[src/rtl/controlador_ordenacao_pkg.sv]
// Shared constants and FSM encoding for the 8-word sorting controller.
package controlador_ordenacao_pkg;

  // Words per sort batch; the sort network and counters are sized for this.
  localparam int unsigned N    = 8;
  localparam int unsigned CntW = $clog2(N);

  typedef enum logic [1:0] {
    LOAD   = 2'd0,
    SORT   = 2'd1,
    UNLOAD = 2'd2
  } state_e;

endpackage

[src/rtl/controlador_ordenacao_bn.sv]
// BN compare-swap cell: orders two unsigned words, equal words pass straight through.
module controlador_ordenacao_bn #(
  parameter int unsigned Width = 8
) (
  input  logic [Width-1:0] a_i,
  input  logic [Width-1:0] b_i,
  output logic [Width-1:0] lo_o,
  output logic [Width-1:0] hi_o
);

  logic swap;

  // Strict compare so equal words never move.
  always_comb begin
    swap = (a_i > b_i);
    lo_o = swap ? b_i : a_i;
    hi_o = swap ? a_i : b_i;
  end

endmodule

[src/rtl/controlador_ordenacao.sv]
// Batch sorter: loads 8 words, sorts them by odd-even transposition in 8 cycles,
// then streams them out smallest first.
module controlador_ordenacao
  import controlador_ordenacao_pkg::*;
#(
  parameter int unsigned Size = 8,
  parameter int unsigned N    = controlador_ordenacao_pkg::N
) (
  input  logic            clk,
  input  logic            rst_n,
  input  logic            in_valid,
  output logic            in_ready,
  input  logic [Size-1:0] in_data,
  output logic            out_valid,
  input  logic            out_ready,
  output logic [Size-1:0] out_data,
  output logic            busy
);

  localparam int unsigned NumPairs = N / 2;
  localparam logic [CntW-1:0] CntLast = CntW'(N - 1);

  state_e                     state_q;
  logic [CntW-1:0]            load_cnt_q;
  logic [CntW-1:0]            phase_q;
  logic [CntW-1:0]            out_cnt_q;
  logic [N-1:0][Size-1:0]     slot_q;
  logic                       in_ready_q;
  logic                       out_valid_q;
  logic                       busy_q;

  logic [NumPairs-1:0][Size-1:0] bn_a, bn_b, bn_lo, bn_hi;
  logic [N-1:0][Size-1:0]        even_next, odd_next;

  // Odd phases shift the pairing by one slot; the last cell is idle then.
  for (genvar k = 0; k < NumPairs; k++) begin : g_bn
    if (k < NumPairs - 1) begin : g_mux
      assign bn_a[k] = phase_q[0] ? slot_q[2*k+1] : slot_q[2*k];
      assign bn_b[k] = phase_q[0] ? slot_q[2*k+2] : slot_q[2*k+1];
      assign odd_next[2*k+1] = bn_lo[k];
      assign odd_next[2*k+2] = bn_hi[k];
    end else begin : g_fixed
      assign bn_a[k] = slot_q[2*k];
      assign bn_b[k] = slot_q[2*k+1];
    end

    assign even_next[2*k]   = bn_lo[k];
    assign even_next[2*k+1] = bn_hi[k];

    controlador_ordenacao_bn #(
      .Width (Size)
    ) u_bn (
      .a_i  (bn_a[k]),
      .b_i  (bn_b[k]),
      .lo_o (bn_lo[k]),
      .hi_o (bn_hi[k])
    );
  end

  // End slots are outside every odd-phase pair.
  assign odd_next[0]   = slot_q[0];
  assign odd_next[N-1] = slot_q[N-1];

  // Controller FSM: counters, slot storage and registered handshake flags.
  always_ff @(posedge clk or negedge rst_n) begin
    if (!rst_n) begin
      state_q     <= LOAD;
      load_cnt_q  <= '0;
      phase_q     <= '0;
      out_cnt_q   <= '0;
      slot_q      <= '0;
      in_ready_q  <= 1'b1;
      out_valid_q <= 1'b0;
      busy_q      <= 1'b0;
    end else begin
      unique case (state_q)
        LOAD: begin
          if (in_valid) begin
            slot_q[load_cnt_q] <= in_data;
            load_cnt_q         <= load_cnt_q + 1'b1;
            if (load_cnt_q == CntLast) begin
              state_q    <= SORT;
              phase_q    <= '0;
              in_ready_q <= 1'b0;
              busy_q     <= 1'b1;
            end
          end
        end
        SORT: begin
          slot_q  <= phase_q[0] ? odd_next : even_next;
          phase_q <= phase_q + 1'b1;
          if (phase_q == CntLast) begin
            state_q     <= UNLOAD;
            out_cnt_q   <= '0;
            out_valid_q <= 1'b1;
          end
        end
        UNLOAD: begin
          if (out_ready) begin
            out_cnt_q <= out_cnt_q + 1'b1;
            if (out_cnt_q == CntLast) begin
              state_q     <= LOAD;
              out_cnt_q   <= '0;
              load_cnt_q  <= '0;
              phase_q     <= '0;
              out_valid_q <= 1'b0;
              busy_q      <= 1'b0;
              in_ready_q  <= 1'b1;
            end
          end
        end
        default: begin
          state_q     <= LOAD;
          load_cnt_q  <= '0;
          phase_q     <= '0;
          out_cnt_q   <= '0;
          out_valid_q <= 1'b0;
          busy_q      <= 1'b0;
          in_ready_q  <= 1'b1;
        end
      endcase
    end
  end

  // Outputs come straight from registers.
  always_comb begin
    in_ready  = in_ready_q;
    out_valid = out_valid_q;
    busy      = busy_q;
    out_data  = slot_q[out_cnt_q];
  end

endmodule

[config.mk]
export PLATFORM = sky130hd
export DESIGN_NAME = controlador_ordenacao
export DESIGN_NICKNAME = d
export VERILOG_FILES = /design/src/rtl/controlador_ordenacao_pkg.sv /design/src/rtl/controlador_ordenacao_bn.sv /design/src/rtl/controlador_ordenacao.sv
export SDC_FILE = /design/constraint.sdc
export NUM_CORES = 1
export LEC_CHECK = 0
export ABC_AREA = 1
export BUFFER_PORTS_ARGS = -buffer_cell sky130_fd_sc_hd__buf_2
export CELL_PAD_IN_SITES_DETAIL_PLACEMENT = 1
export CELL_PAD_IN_SITES_GLOBAL_PLACEMENT = 2
export CORE_MARGIN = 4
export CORE_UTILIZATION = 31
export CTS_CLUSTER_DIAMETER = 60
export DETAILED_ROUTE_END_ITERATION = 10
export PLACE_DENSITY = 0.73
export SYNTH_ARGS = -nofsm -noshare
export SYNTH_HDL_FRONTEND = slang
export SYNTH_HIERARCHICAL = 1
export SYNTH_SLANG_ARGS = --single-unit
[constraint.sdc]
create_clock -name clk -period 3.1 [get_ports clk]
set_clock_uncertainty 0.15 [all_clocks]
set_input_delay 0.775 -clock clk [delete_from_list [all_inputs] [get_ports clk]]
set_output_delay 0.775 -clock clk [all_outputs]
set_load 0.01 [all_outputs]
==> flow_metrics.env <==
export IMPL_first_global_vias=8168
export IMPL_ir_drop_uv=946
export IMPL_dieArea_sq_mm=0.0276
export IMPL_fp_dieH_microns=166
export IMPL_gp_congestion=0.840
export IMPL_synth_edf_count=0
export IMPL_ant_nets=0
export IMPL_insertion_delay_ns=0.35
export IMPL_cts_tree="built"
export IMPL_leakagePower_nw=4.53
export IMPL_synthFlopType="dfrtp_1"
export IMPL_yosysTopAreaCell="nand2_1"
export IMPL_grt_overflow=0
export IMPL_synth_area_sq_mm=0.00776
export IMPL_status="finished, final reports clean"
export IMPL_critPathLaunchType="flip-flop"
export IMPL_gr_usage_all_layers_pct=21.6
export IMPL_num_antenna_cells=0
export IMPL_layout_common_cells="nand2_1, nand2_2, inv_1"
export IMPL_avgRoutedWirePerCell_microns=18.2
export IMPL_hold_path_class="input port to async pin"
export IMPL_rsz0062_at_grt="true"
export IMPL_finalWirelength_mm=30.3
export IMPL_cts_htree_levels=3
export IMPL_syn_avg_cell_area_sq_um=6.04
export IMPL_drv_cap=0
export IMPL_mostFrequentLayoutCell="nand2_1"
export IMPL_hold_viol=0
export IMPL_fp_row_count=57
export IMPL_max_freq_mhz=340
export IMPL_core_region_area_sq_mm=0.0245
export IMPL_post_route_period_util_pct=94.8
export IMPL_grt_pass1_wl_mm=47.9
export IMPL_relSlewSlack_pct=51.0
export IMPL_crit_arrival_ns=3.03
export IMPL_ctsHoldBuffers=0
export IMPL_grt_max_degree=53
export IMPL_async_reset_ff_share_pct=100
export IMPL_clockRootBuffer="clkbuf_16"
export IMPL_syn_nets=1336
export IMPL_io_pins=23
export IMPL_numPortBuffers=22
export IMPL_first_iter_violations=630
export IMPL_yosysWarnings=6
export IMPL_yosys_top_cells_area="nand2_1, dfrtp_1, nand2_2, o21ai_0, ha_1"
export IMPL_clk_pin_slew_worst_paths_ns=0.06
export IMPL_fin_hold_ws_ns=0.298
export IMPL_finalCriticalPeriod_ns=2.94
export IMPL_cp_data_required_time_ns=3.19
export IMPL_die_x_microns=166
export IMPL_ys_seq_area_share_pct=25.2
export IMPL_antenna_found_initial=0
export IMPL_vias_per_cell=5.01
export IMPL_finalSetupViolations=0
export IMPL_clk_path_buf_depth=2
export IMPL_tightest_slew_ns=0.733
export IMPL_crit_type="flip-flop to flip-flop"
export IMPL_route_detailed_drc=0
export IMPL_drtPass1Iterations=4
export IMPL_yosysTopAreaCellShare_pct=29.3
export IMPL_synth_seq_cells=78
export IMPL_syn_to_final_growth_pct=15.0
export IMPL_path_max_fanout=26
export IMPL_endpoint_kind="flip-flop"
export IMPL_final_cells=1660
export IMPL_ys_types=30
export IMPL_num_vias=8310
export IMPL_place_inst=1639
export IMPL_final_nets=1382
export IMPL_drv_slew=0
export IMPL_drive_gt1_share_pct=18.9
export IMPL_start_util_pct=31.7
export IMPL_place_hpwl_mm=22.4
export IMPL_cts_buffers_inserted=9
export IMPL_cellPowerDensity_mw_per_mm2=1280
export IMPL_syn_inst=1286
export IMPL_cts_sinks=78
## worst paths after layout
kind / slack [ns] / endpoint / from / cells past startpoint
max: 0.16 / slot_q[18] / phase_q[0] / 16
min: 0.30 / odd_next[1] / rst_n / 1
max reg2reg: 0.16 / slot_q[18] / phase_q[0] / 16
min reg2reg: 0.33 / slot_q[10] / slot_q[10] / 2
max in group asynchronous: 1.90 / bn_a[29] / rst_n / 2
min in group clk: 0.33 / slot_q[10] / slot_q[10] / 2
## state kept, by name (all words and copies together) (netlist names)
signal,cells
bn_a,8
odd_next,8
phase_q,3
load_cnt_q,3
slot_q,40
state_q,2
out_cnt_q,3
in_ready,1
busy,1
bn_b,8
out_valid,1
## stage by stage
step                setup TNS [ns]  utilization (%)  instance area, sq um  power [mW]  worst slack [ns]
detailed placement           -3.72             34.6                  8470        10.1            -0.142
global route                -0.241             36.5                  8930        12.5           -0.0393
global placement            -0.779             34.6                  8470        9.98           -0.0755
floorplan                        0                -                  7760        8.01             0.193
finish                           0             36.5                  8930        11.5             0.160
CTS                              0             36.0                  8800        11.3           0.00391
## metal layers
layer | track usage (%) | wire length, microns | up-vias | part of all wire [%]
li1 | - | - | 4165 | -
met5 | 0 | 0 | - | 0
met2 | 32.3 | 12900 | 143 | 43
met3 | 1.83 | 866 | 26 | 2.9
met1 | 33.7 | 16000 | 3976 | 53
met4 | 4.91 | 470 | 0 | 1.6
## cells in the mapped netlist (3+ instances only)
master	n
nand2_4	10
nand2_2	98
nand2_1	607
nand3_1	78
o21ai_0	106
nand4_4	4
nor2_1	25
inv_2	14
o21bai_1	3
a21oi_1	25
clkbuf_1	15
nor2_2	6
o21ai_1	40
inv_1	81
a21o_1	4
nor2_4	5
ha_1	38
dfrtp_1	77
buf_12	4
buf_2	26
o211ai_1	8
buf_4	4
## cell families after synthesis
| logic type | count (synthesis) | share of synthesized area (%) |
|---|---|---|
| compound gates | 186 | 12.5 |
| fa+ha+maj | 38 | 6.12 |
| buf+inv | 147 | 8.65 |
| flops | 78 | 25.2 |
| simple gates | 837 | 47.6 |
## cell type report
class	instances	area, sq um
multi-input cells	1061	5180
clock inverters	4	70.1
well taps	324	405
inverters	96	373
flip-flops and latches	78	1960
clock buffers	11	253
repair inverters	1	8.76
repair buffers	85	687
fillers	3265	15500
## report_power, final
group / switching [mW] / total [mW] / internal (mW) / leakage, nW
registers: 0.292 / 1.58 / 1.29 / 1.06
logic: 6.14 / 8.70 / 2.55 / 3.31
clock network: 0.448 / 1.19 / 0.743 / 0.161
## critical path: stages (launching register included)
cell     delay, ns
dfrtp_2       0.50
buf_12        0.20
o21ai_0       0.33
inv_1         0.09
ha_1          0.32
a21o_1        0.21
nor2_2        0.15
nand2_4       0.07
buf_4         0.19
nand3_1       0.10
nand2_2       0.07
nand2_1       0.11
nand2_1       0.06
nand2_1       0.05
o21ai_0       0.08
nand2_1       0.10
nand2_1       0.04
## timing repair
item / 4_1_cts / 5_1_grt
setup buffers: 0 / 3
endpoints found under the setup margin: 56 / 62
resized for setup: 2 / 44
cloned: 0 / 3
(Power assumes the default switching activity.)
